[config.mk]
export PLATFORM = sky130hd
export DESIGN_NAME = prism_cfg_loader
export DESIGN_NICKNAME = d
export VERILOG_FILES = /design/src/rtl/prism_pkg.sv /design/src/rtl/prism_cfg_strobe_seq.sv /design/src/rtl/prism_cfg_loader.sv
export SDC_FILE = /design/constraint.sdc
export NUM_CORES = 1
export LEC_CHECK = 0
export CORE_ASPECT_RATIO = 0.75
export CORE_MARGIN = 8
export CORE_UTILIZATION = 55
export CTS_BUF_LIST = sky130_fd_sc_hd__clkbuf_2 sky130_fd_sc_hd__clkbuf_4 sky130_fd_sc_hd__clkbuf_8
export CTS_CLUSTER_DIAMETER = 60
export DETAILED_ROUTE_END_ITERATION = 8
export PLACE_DENSITY_LB_ADDON = 0.05
export RECOVER_POWER = 50
export SETUP_SLACK_MARGIN = 0.5
export SYNTH_ARGS = -nofsm -noshare
export SYNTH_HDL_FRONTEND = slang
export SYNTH_SLANG_ARGS = --single-unit
[constraint.sdc]
create_clock -name clk -period 3 [get_ports clk]
set_clock_uncertainty 0.05 [all_clocks]
set_input_delay 0.6 -clock clk [delete_from_list [all_inputs] [get_ports clk]]
set_output_delay 0.6 -clock clk [all_outputs]
set_load 0.03 [all_outputs]
[src/rtl/prism_pkg.sv]
// Shared PRISM definitions: default array geometry and the config-loader state encoding.
package prism_pkg;

  localparam int unsigned PrismWidth = 48;
  localparam int unsigned PrismDepth = 8;

  typedef enum logic [1:0] {
    StIdle,
    StPulse,
    StGap
  } cfg_state_e;

endpackage

[src/rtl/prism_cfg_strobe_seq.sv]
// Latch-enable sequencer: walks a registered one-hot enable from stage DEPTH-1 down to stage 0,
// each pulse PULSE_W cycles wide and separated by GAP_W all-zero cycles.
module prism_cfg_strobe_seq
  import prism_pkg::*;
#(
  parameter int unsigned DEPTH   = PrismDepth,
  parameter int unsigned PULSE_W = 2,
  parameter int unsigned GAP_W   = 1
) (
  input  logic             clk,
  input  logic             rst_n,
  input  logic             start,
  output logic [DEPTH-1:0] latch_en,
  output logic             busy,
  output logic             done
);

  localparam int unsigned IdxW     = $clog2(DEPTH);
  localparam int unsigned PhaseMax = (PULSE_W > GAP_W) ? PULSE_W : GAP_W;
  localparam int unsigned PhaseW   = (PhaseMax > 1) ? $clog2(PhaseMax) : 1;

  localparam logic [PhaseW-1:0] PulseLast = PhaseW'(PULSE_W - 1);
  localparam logic [PhaseW-1:0] GapLast   = PhaseW'(GAP_W - 1);
  localparam logic [IdxW-1:0]   IdxTop    = IdxW'(DEPTH - 1);

  cfg_state_e        state_q, state_d;
  logic [PhaseW-1:0] phase_q, phase_d;
  logic [IdxW-1:0]   idx_q, idx_d;
  logic [DEPTH-1:0]  latch_en_q, latch_en_d;

  // The enable for the next cycle is decided here and flopped, so latch_en never sees comb logic.
  always_comb begin
    state_d    = state_q;
    phase_d    = phase_q;
    idx_d      = idx_q;
    latch_en_d = latch_en_q;
    done       = 1'b0;
    unique case (state_q)
      StIdle: begin
        latch_en_d = '0;
        if (start) begin
          state_d            = StPulse;
          phase_d            = '0;
          idx_d              = IdxTop;
          latch_en_d[IdxTop] = 1'b1;
        end
      end
      StPulse: begin
        if (phase_q == PulseLast) begin
          state_d    = StGap;
          phase_d    = '0;
          latch_en_d = '0;
        end else begin
          phase_d = phase_q + 1'b1;
        end
      end
      StGap: begin
        if (phase_q == GapLast) begin
          phase_d = '0;
          if (idx_q != '0) begin
            state_d           = StPulse;
            idx_d             = idx_q - 1'b1;
            latch_en_d[idx_d] = 1'b1;
          end else begin
            state_d = StIdle;
            done    = 1'b1;
          end
        end else begin
          phase_d = phase_q + 1'b1;
        end
      end
      default: begin
        state_d    = StIdle;
        latch_en_d = '0;
      end
    endcase
  end

  always_ff @(posedge clk or negedge rst_n) begin
    if (!rst_n) begin
      state_q    <= StIdle;
      phase_q    <= '0;
      idx_q      <= '0;
      latch_en_q <= '0;
    end else begin
      state_q    <= state_d;
      phase_q    <= phase_d;
      idx_q      <= idx_d;
      latch_en_q <= latch_en_d;
    end
  end

  assign latch_en = latch_en_q;
  assign busy     = (state_q != StIdle);

endmodule

[src/rtl/prism_cfg_loader.sv]
// PRISM latch-array config loader: stages a WIDTH-bit word from two host writes, holds it on
// cfg_data and shifts it into the latch chain via prism_cfg_strobe_seq.
module prism_cfg_loader
  import prism_pkg::*;
#(
  parameter int unsigned WIDTH   = PrismWidth,
  parameter int unsigned DEPTH   = PrismDepth,
  parameter int unsigned PULSE_W = 2,
  parameter int unsigned GAP_W   = 1
) (
  input  logic                     clk,
  input  logic                     rst_n,
  input  logic [31:0]              wr_data,
  input  logic                     wr_lo,
  input  logic                     wr_hi,
  input  logic                     ovf_clr,
  output logic [WIDTH-1:0]         cfg_data,
  output logic [DEPTH-1:0]         latch_en,
  output logic                     busy,
  output logic [$clog2(DEPTH)-1:0] load_cnt,
  output logic                     ovf
);

  localparam int unsigned HiW  = WIDTH - 32;
  localparam int unsigned CntW = $clog2(DEPTH);

  logic [WIDTH-1:0] staging_q, staging_d;
  logic [WIDTH-1:0] cfg_data_q, cfg_data_d;
  logic [CntW-1:0]  load_cnt_q, load_cnt_d;
  logic             ovf_q, ovf_d;
  logic             commit, drop, seq_done;

  prism_cfg_strobe_seq #(
    .DEPTH  (DEPTH),
    .PULSE_W(PULSE_W),
    .GAP_W  (GAP_W)
  ) u_strobe_seq (
    .clk     (clk),
    .rst_n   (rst_n),
    .start   (commit),
    .latch_en(latch_en),
    .busy    (busy),
    .done    (seq_done)
  );

  assign commit = wr_hi & ~busy;
  assign drop   = wr_hi & busy;

  // staging_d already carries a same-cycle wr_lo, so a combined lo/hi write commits the new lo.
  always_comb begin
    staging_d  = staging_q;
    cfg_data_d = cfg_data_q;
    load_cnt_d = load_cnt_q;
    ovf_d      = ovf_q;
    if (wr_lo) staging_d[31:0] = wr_data;
    if (wr_hi) staging_d[WIDTH-1:32] = wr_data[HiW-1:0];
    if (commit) cfg_data_d = staging_d;
    if (seq_done) load_cnt_d = load_cnt_q + 1'b1;
    if (drop) begin
      ovf_d = 1'b1;
    end else if (ovf_clr) begin
      ovf_d = 1'b0;
    end
  end

  always_ff @(posedge clk or negedge rst_n) begin
    if (!rst_n) begin
      staging_q  <= '0;
      cfg_data_q <= '0;
      load_cnt_q <= '0;
      ovf_q      <= 1'b0;
    end else begin
      staging_q  <= staging_d;
      cfg_data_q <= cfg_data_d;
      load_cnt_q <= load_cnt_d;
      ovf_q      <= ovf_d;
    end
  end

  generate
    if (WIDTH < 64) begin : g_unused_hi
      logic unused_wr_data_hi;
      assign unused_wr_data_hi = ^wr_data[31:HiW];
    end
  endgenerate

  assign cfg_data = cfg_data_q;
  assign load_cnt = load_cnt_q;
  assign ovf      = ovf_q;

endmodule

==> results of run 1 <==
critical path, cell delays in order (launching register included):
cell and delay [ps]:
dfrtp_1 440, inv_1 100, ha_1 330, inv_1 100, dlygate4sd2_1 370
path summary, 6_finish.rpt:
check / startpoint / endpoint / slack (ps) / depth (start not counted)
max: u_strobe_seq.state_q[0]$_DFFE_PN0P_ / busy / 660 / 4
min reg2reg: staging_q[29]$_DFF_PN0_ / staging_q[29]$_DFF_PN0_ / 430 / 1
max reg2reg: u_strobe_seq.state_q[0]$_DFFE_PN0P_ / u_strobe_seq.latch_en[6]$_DFFE_PN0P_ / 1070 / 6
min in group clk: staging_q[29]$_DFF_PN0_ / staging_q[29]$_DFF_PN0_ / 430 / 1
min: rst_n / staging_q[28]$_DFF_PN0_ / 290 / 1
max in group asynchronous: rst_n / cfg_data[47]$_DFFE_PN0P_ / 990 / 2
where the power goes:
| part | switching (mW) | total (mW) | internal (mW) |
|---|---|---|---|
| sequential | 0.260 | 2.02 | 1.76 |
| clock | 0.437 | 0.763 | 0.326 |
| combinational | 1.45 | 2.64 | 1.19 |
| total | 2.15 | 5.43 | 3.28 |
cell families (layout without fill, tap and decap cells):
family | Yosys count | count (layout) | share of synthesized area
mux | 86 | 86 | 0.262
compound gates | 23 | 23 | 0.0410
buf+inv | 22 | 126 | 0.0319
flops | 98 | 98 | 0.595
simple gates | 36 | 36 | 0.0410
fa+ha+maj | 8 | 8 | 0.0243
xor+xnor | 2 | 2 | 0.00425
cells in the mapped netlist (3+ instances only):
master / n / area (µm²)
buf_2: 9 / 45.0
o21a_1: 3 / 22.5
a21oi_1: 3 / 15.0
nor3_1: 4 / 20.0
nand2b_1: 3 / 18.8
nand2_1: 10 / 37.5
ha_1: 8 / 100
nor2_1: 11 / 41.3
dfrtp_1: 98 / 2450
o21ai_0: 5 / 25.0
inv_1: 8 / 30.0
a41oi_1: 3 / 26.3
buf_6: 5 / 56.3
mux2i_1: 3 / 30.0
nor2b_1: 3 / 18.8
mux2_4: 30 / 450
mux2_2: 52 / 586
cell type report:
cell class | instances | area (µm²)
flip-flops and latches | 98 | 2450
fillers | 550 | 2060
multi-input cells | 155 | 1440
repair buffers | 102 | 1000
clock buffers | 10 | 138
well taps | 101 | 126
clock inverters | 6 | 40.0
inverters | 8 | 30.0
metal layers:
layer	GRT usage	part of all wire	vias to the layer above
li1	-	-	1154
met1	0.219	0.45	1235
met2	0.243	0.45	79
met3	0.0780	0.092	5
met4	0.0420	0.0085	0
met5	0	0	-
placed cells by master, fill, tap and decap left out, types with 2 or more instances in the layout:
cell and count:
ha_1 8, mux2_1 26, inv_1 8, a21oi_1 3, buf_4 2, nand2b_1 3
mux2i_1 3, o21ai_0 5, mux2_2 51, clkinv_2 3, clkbuf_2 2, nand2_1 9
inv_6 2, clkbuf_8 10, clkdlybuf4s50_1 94, nor2_1 11, clkbuf_1 2, dfrtp_1 98
mux2_4 5, a41oi_1 3, nor2b_1 3, o21a_1 3, nor3_1 4
per-stage QoR:
stage | instance area [µm²] | utilization | instances | setup slack (ps)
floorplan | 4120 | - | 275 | 1370
global placement | 5170 | 0.709 | 464 | 828
detailed placement | 5170 | 0.709 | 464 | 777
CTS | 5350 | 0.733 | 480 | 647
global route | 5230 | 0.717 | 480 | 518
finish | 5230 | 0.717 | 480 | 656
sequential cells by signal, summed over array words and instances (netlist names):
register	count
cfg_data	48
u_strobe_seq.idx_q	3
staging_q	32
ovf	1
u_strobe_seq.latch_en	8
u_strobe_seq.state_q	2
load_cnt	3
u_strobe_seq.phase_q	1
==> impl_metrics.yaml, run 1 <==
run_status:
  status: "complete, no violations"
synth:
  syn_area_um2: 4120
  synthFlopType: "dfrtp_1"
  async_flop_share: 1.00
  syn-num-nets: 320
  synth_edf_count: 0
  synth.ff_latch_count: 98
  synth_cells: 275
  yosysUniqueCellTypes: 34
  ys_seq_area_frac: 0.595
  avgSynthCellArea_um2: 15.0
  yosysWarnings: 0
place:
  gp_congestion: 0.793
  hpwlAfterDp_mm: 6.01
  io_buffer_count: 97
global_route:
  grt_max_degree: 47
  grt.total_usage: 0.167
  grt_first_pass_wirelength_mm: 13.9
  first_global_vias: 2669
  overflow: 0
  antenna_found_initial: 0
setup_path:
  crit_arrival_ps: 1690
  startpoint_type: "register"
  endpoint_kind: "output port"
  cp_max_fo: 8
  critPathKind: "register to output port"
  worstPathRequired_ps: 2350
clock_network:
  cts_hold_buf: 0
  cts.sinks: 98
  postCtsSetupBuffers: 0
  h-tree-depth: 3
  cts_resized: 1
  cts_root_buf: "clkbuf_8"
  cts_tree: "done"
  cts_buffers: 9
  clk_pin_slew_ps: 90
  cts_buffer_depth: 2
  worstSkewPairLatency_ps: 350
finish:
  layout.nets: 419
  num_antenna_cells: 0
  area_growth_pct: 27.0
  drive_gt1_frac: 0.214
power:
  p_leak_nw: 2.26
  powerDensity_nw_per_um2: 1040
  ir_drop_v: 0.000685
  p_total_mw: 5.43
sta:
  worst_slew_pin_slew_ps: 1130
  setup_viol: 0
  final.setup.tns_ps: 0
  slew_violations: 0
  rsz0062_at_grt: "no"
  whs_ps: 293
  hold_viol: 0
  fin_crit_sh: 0.781
  max_freq_ghz: 0.427
  slew_headroom: 0.244
  period_needed_ps: 2340
floorplan:
  dieWidth_um: 116
  core_um2: 7300
  fp.dieArea_um2: 10500
  num_rows: 27
  start_util: 0.564
  die_h_um: 90.9
  io-pin-count: 98
detailed_routing:
  drt-initial-drc-count: 82
  dr.pass1.iters: 4
  routed_wl_mm: 8.26
  num_vias: 2473
  viasPerCell: 5.15
  route.detailed.drc: 0
  wl_per_cell_um: 17.2
  antenna_left: 0
min_path:
  min_path_type: "primary input to async pin"
run:
  maxCapViolations: 0
Power figures use the tool's default switching activity.
==> run 2: changes to the inputs <==
--- a/config.mk
+++ b/config.mk
@@ -7,7 +7,7 @@
 export LEC_CHECK = 0
 export CORE_ASPECT_RATIO = 0.75
 export CORE_MARGIN = 8
-export CORE_UTILIZATION = 55
+export CORE_UTILIZATION = 51
 export CTS_BUF_LIST = sky130_fd_sc_hd__clkbuf_2 sky130_fd_sc_hd__clkbuf_4 sky130_fd_sc_hd__clkbuf_8
 export CTS_CLUSTER_DIAMETER = 60
 export DETAILED_ROUTE_END_ITERATION = 8
==> constraint.sdc (replaced) <==
create_clock -name clk -period 2.32 [get_ports clk]
set_clock_uncertainty 0.05 [all_clocks]
set_input_delay 0.464 -clock clk [delete_from_list [all_inputs] [get_ports clk]]
set_output_delay 0.464 -clock clk [all_outputs]
set_load 0.03 [all_outputs]
==> run 2 against run 1 <==
  * Sequential share of layout area is 0.43 points lower
  * Via count is 1.4% higher
  * Register-to-register slack worse by 510 ps
  * Sequential power is 28% higher
  * Critical endpoint unchanged
==> impl_metrics.yaml, run 2 (synthesis results as in run 1) <==
floorplan:
  die_h_um: 93.8
  core_um2: 7850
  io-pin-count: 98
  dieWidth_um: 120
  start_util: 0.525
  num_rows: 28
  fp.dieArea_um2: 11200
global_route:
  grt_max_degree: 51
  antenna_found_initial: 0
  first_global_vias: 2651
  grt.total_usage: 0.158
  overflow: 0
  grt_first_pass_wirelength_mm: 14.1
setup_path:
  worstPathRequired_ps: 1810
  crit_arrival_ps: 1260
  cp_cell_sequence: "inv_1 > ha_1 > inv_1 > buf_6"
  cp_slowest_cell: "dfrtp_1"
  startpoint_type: "register"
  crit_top_cell: "inv_1"
  slowest_delay_ps: 390
  endpoint_kind: "output port"
  cp_max_fo: 4
  critPathKind: "register to output port"
detailed_routing:
  route.detailed.drc: 0
  viasPerCell: 5.12
  num_vias: 2508
  wl_per_cell_um: 17.5
  antenna_left: 0
  dr.pass1.iters: 4
  drt-initial-drc-count: 75
  routed_wl_mm: 8.56
clock_network:
  worstSkewPairLatency_ps: 350
  clk_pin_slew_ps: 90
  cts.sinks: 98
  cts_buffer_depth: 2
  cts_buffers: 9
  h-tree-depth: 3
  cts_root_buf: "clkbuf_8"
  cts_tree: "done"
finish:
  num_antenna_cells: 0
  final_common_cell: "dfrtp_1"
  multiInputGateArea_um2: 1450
  layout.nets: 425
  instances_no_fill: 490
  n_fill_cell: 641
  regArea_um2: 2450
  postLayoutCoreUtil: 0.673
  drive_gt1_frac: 0.239
  fin_area_um2: 5280
  largest_reg_flops: 48
  area_growth_pct: 28.3
  final_cell_mix: "dfrtp_1, dlygate4sd2_1, mux2_2, clkdlybuf4s50_1, mux2_1"
place:
  hpwlAfterDp_mm: 6.03
  dpl.cell_count: 470
  gp_congestion: 0.787
  io_buffer_count: 97
  post_dp_cell_area_um2: 5200
power:
  p_leak_nw: 2.43
  powerDensity_nw_per_um2: 1300
  p_total_mw: 6.87
  ir_drop_v: 0.000757
sta:
  worst_slew_pin_slew_ps: 859
  max_freq_ghz: 0.563
  slew_violations: 0
  hold_viol: 0
  fin_crit_sh: 0.765
  rsz0062_at_grt: "yes"
  final.setup.tns_ps: 0
  slew_headroom: 0.427
  period_needed_ps: 1780
  setup_viol: 0
min_path:
  min_path_type: "register to register"
run_status:
  status: "complete, no violations"
run:
  maxCapViolations: 0
[run 2: metal layers]
layer / global-route usage / share of wire
met1: 0.212 / 0.45
met2: 0.233 / 0.45
met3: 0.0691 / 0.093
met4: 0.0311 / 0.0049
met5: 0 / 0
[run 2: layout make-up]
type                            instances  share of cell area
Inverter                                8             0.00568
Multi-Input combinational cell        155               0.274
Sequential cell                        98               0.464
Tap cell                              105              0.0249
Timing Repair Buffer                  108               0.193
Clock inverter                          7              0.0144
Clock buffer                            9              0.0234
[run 2: repair_timing]
action / in CTS / in global routing
endpoints found under the hold margin: 13 / 0
setup buffers: 0 / 2
resized for setup: 64 / 13
cloned: 0 / 1
hold buffers: 1 / 0
setup endpoints to repair: 72 / 64
[run 2: final timing paths]
kind,start,end,slack (ps),cells after the start
worst max-delay path,u_strobe_seq.state_q[0]$_DFFE_PN0P_,busy,540,4
worst min-delay path,staging_q[17]$_DFF_PN0_,staging_q[17]$_DFF_PN0_,430,1
worst max register to register,u_strobe_seq.state_q[0]$_DFFE_PN0P_,u_strobe_seq.latch_en[5]$_DFFE_PN0P_,560,6
worst min register to register,staging_q[17]$_DFF_PN0_,staging_q[17]$_DFF_PN0_,430,1
max in group asynchronous,rst_n,u_strobe_seq.idx_q[0]$_DFFE_PN0P_,550,3
min in group asynchronous,rst_n,cfg_data[7]$_DFFE_PN0P_,700,2
[run 2: power breakdown]
| part | switching [mW] | leakage (nW) | internal (mW) | total (mW) |
|---|---|---|---|---|
| Sequential | 0.310 | 1.16 | 2.28 | 2.59 |
| Clock | 0.588 | 0.102 | 0.508 | 1.10 |
| Combinational | 1.91 | 1.16 | 1.28 | 3.19 |
| Total | 2.81 | 2.43 | 4.07 | 6.87 |
[run 2: metrics by stage]
step           hold slack, ps  setup slack (ps)
2_1_floorplan             118               687
3_3_place_gp              397               405
3_5_place_dp              395               357
4_1_cts                   436               331
5_1_grt                   456               279
6_report                  432               544
[run 2: worst max-delay path: cells and delay by family (launching register included)]
family     cells  cell delay, ps
flops          1             390
buf+inv        3             300
fa+ha+maj      1             220
==> run 3: changes to the inputs <==
--- a/config.mk
+++ b/config.mk
@@ -7,7 +7,7 @@
 export LEC_CHECK = 0
 export CORE_ASPECT_RATIO = 0.75
 export CORE_MARGIN = 8
-export CORE_UTILIZATION = 51
+export CORE_UTILIZATION = 46
 export CTS_BUF_LIST = sky130_fd_sc_hd__clkbuf_2 sky130_fd_sc_hd__clkbuf_4 sky130_fd_sc_hd__clkbuf_8
 export CTS_CLUSTER_DIAMETER = 60
 export DETAILED_ROUTE_END_ITERATION = 8
==> constraint.sdc (replaced) <==
create_clock -name clk -period 1.6 [get_ports clk]
set_clock_uncertainty 0.05 [all_clocks]
set_input_delay 0.32 -clock clk [delete_from_list [all_inputs] [get_ports clk]]
set_output_delay 0.32 -clock clk [all_outputs]
set_load 0.03 [all_outputs]
==> run 3 against run 2 <==
  * The flow now finishes with violations (negative setup slack)
  * Worst hold slack better by 1.9 ps
  * Count of clock-buffer cells in the layout up 4
  * Design area up 18%
  * Critical path depth rose by 3
  * Power is 79% higher
  * Via count is 7.9% higher
  * Routed wire length is 13% higher
  * First-iteration DRC count is 53% higher
  * Largest cell class unchanged
  * Highest routed layer unchanged
==> impl_metrics.yaml, run 3 (synthesis results as in run 1) <==
run_status:
  status: "complete, but fails checks"
  violations: "negative setup slack"
clock_network:
  cts.sinks: 98
  cts_root_buf: "clkbuf_8"
  h-tree-depth: 3
  cts_tree: "done"
  cts_buffer_depth: 2
  cts_buffers: 9
  clk_pin_slew_ps: 100
  worstSkewPairLatency_ps: 370
global_route:
  grt.total_usage: 0.159
  grt_first_pass_wirelength_mm: 15.5
  overflow: 0
  grt_max_degree: 32
  antenna_found_initial: 0
  first_global_vias: 2872
floorplan:
  start_util: 0.465
  io-pin-count: 98
  num_rows: 30
  dieWidth_um: 125
  core_um2: 8860
  fp.dieArea_um2: 12300
  die_h_um: 98.0
setup_path:
  critical_path.top_delay_family: "flip-flops"
  crit_start: "u_strobe_seq.state_q[0]$_DFFE_PN0P_"
  startpoint_type: "register"
  reg2reg_from: "u_strobe_seq.state_q[0]$_DFFE_PN0P_"
  cp_max_fo: 6
  worstPathRequired_ps: 1800
  cp_num_buf_inv: 3
  cp.depth: 7
  reg2reg_depth: 7
  crit_top_cell: "buf_6"
  endpoint_kind: "register"
  slowest_delay_ps: 460
  critPathKind: "register to register"
  crit_arrival_ps: 1820
  cp_slowest_cell: "dfrtp_2"
  cp_cell_sequence: "inv_4 > ha_4 > buf_6 > buf_6 > nand2b_4 > nor2_4 > mux2_4"
finish:
  largest_reg_flops: 48
  area_growth_pct: 51.0
  layout.nets: 476
  n_fill_cell: 630
  final_common_cell: "dfrtp_1"
  num_antenna_cells: 0
  drive_gt1_frac: 0.537
  multiInputGateArea_um2: 1720
  final_cell_mix: "dfrtp_1, buf_6, mux2_2, buf_4, clkdlybuf4s50_1"
  regArea_um2: 2450
sta:
  rsz0062_at_grt: "yes"
  setup_viol: 4
  fin_crit_sh: 1.01
  timing.final.ws_setup_ps: -17.2
  worst_slew_pin_slew_ps: 643
  slew_headroom: 0.572
  period_needed_ps: 1620
  hold_viol: 0
  max_freq_ghz: 0.618
  final.setup.tns_ps: -49.1
  slew_violations: 0
detailed_routing:
  num_vias: 2707
  antenna_left: 0
  dr.pass1.iters: 4
  wl_per_cell_um: 17.7
  routed_wl_mm: 9.68
  drt-initial-drc-count: 115
  route.detailed.drc: 0
  viasPerCell: 4.94
min_path:
  holdCritStartpoint: "staging_q[21]$_DFF_PN0_"
  min_path_type: "register to register"
  hold_depth: 1
power:
  ir_drop_v: 0.00115
  powerDensity_nw_per_um2: 1980
  p_leak_nw: 2.79
place:
  gp_congestion: 0.723
  preCtsSetupSlack_ps: -114
  hpwlAfterDp_mm: 6.36
  io_buffer_count: 97
run:
  maxCapViolations: 0
run 3: path summary, 6_finish.rpt:
path | endpoint | slack [ps]
min reg2reg | staging_q[21]$_DFF_PN0_ | 430
max in group asynchronous | cfg_data[11]$_DFFE_PN0P_ | 110
min | staging_q[21]$_DFF_PN0_ | 430
min in group asynchronous | load_cnt[2]$_DFFE_PN0P_ | 450
max | load_cnt[1]$_DFFE_PN0P_ | -20
max reg2reg | load_cnt[1]$_DFFE_PN0P_ | -20
run 3: stage by stage:
stage          power, mW  std cells  instance area (µm²)  hold slack [ps]  utilization
2_1_floorplan       7.19        275                 4270            -25.6            -
3_3_place_gp        9.36        492                 5510              201        0.622
3_5_place_dp        9.46        492                 5510              210        0.622
4_1_cts             11.9        531                 6090              349        0.688
5_1_grt             12.9        548                 6220              449        0.702
6_report            12.3        548                 6220              434        0.702
run 3: repair_timing:
action                                  in CTS  in global routing
hold buffers                                 1                  0
hold endpoints to repair                    20                  0
pin swaps                                    8                  6
gates cloned                                 1                  4
endpoints found under the setup margin     127                127
gates resized for setup                    452                 22
buffers inserted                            21                 13
run 3: per-layer routing:
| layer | GRT usage | share of wire |
|---|---|---|
| met1 | 0.199 | 0.45 |
| met2 | 0.245 | 0.48 |
| met3 | 0.0680 | 0.060 |
| met4 | 0.0448 | 0.0085 |
| met5 | 0 | 0 |
run 3: final cells by class:
type                            instances  share of cell area
Clock inverter                          3             0.00402
Tap cell                              112              0.0225
Clock buffer                           13              0.0268
Timing Repair Buffer                  158               0.268
Inverter                                8             0.00644
Multi-Input combinational cell        156               0.277
Sequential cell                        98               0.395
run 3: power by group:
| group | internal [mW] | switching, mW | leakage [nW] |
|---|---|---|---|
| sequential | 3.31 | 0.632 | 1.16 |
| clock | 0.693 | 0.865 | 0.0967 |
| combinational | 3.52 | 3.28 | 1.53 |
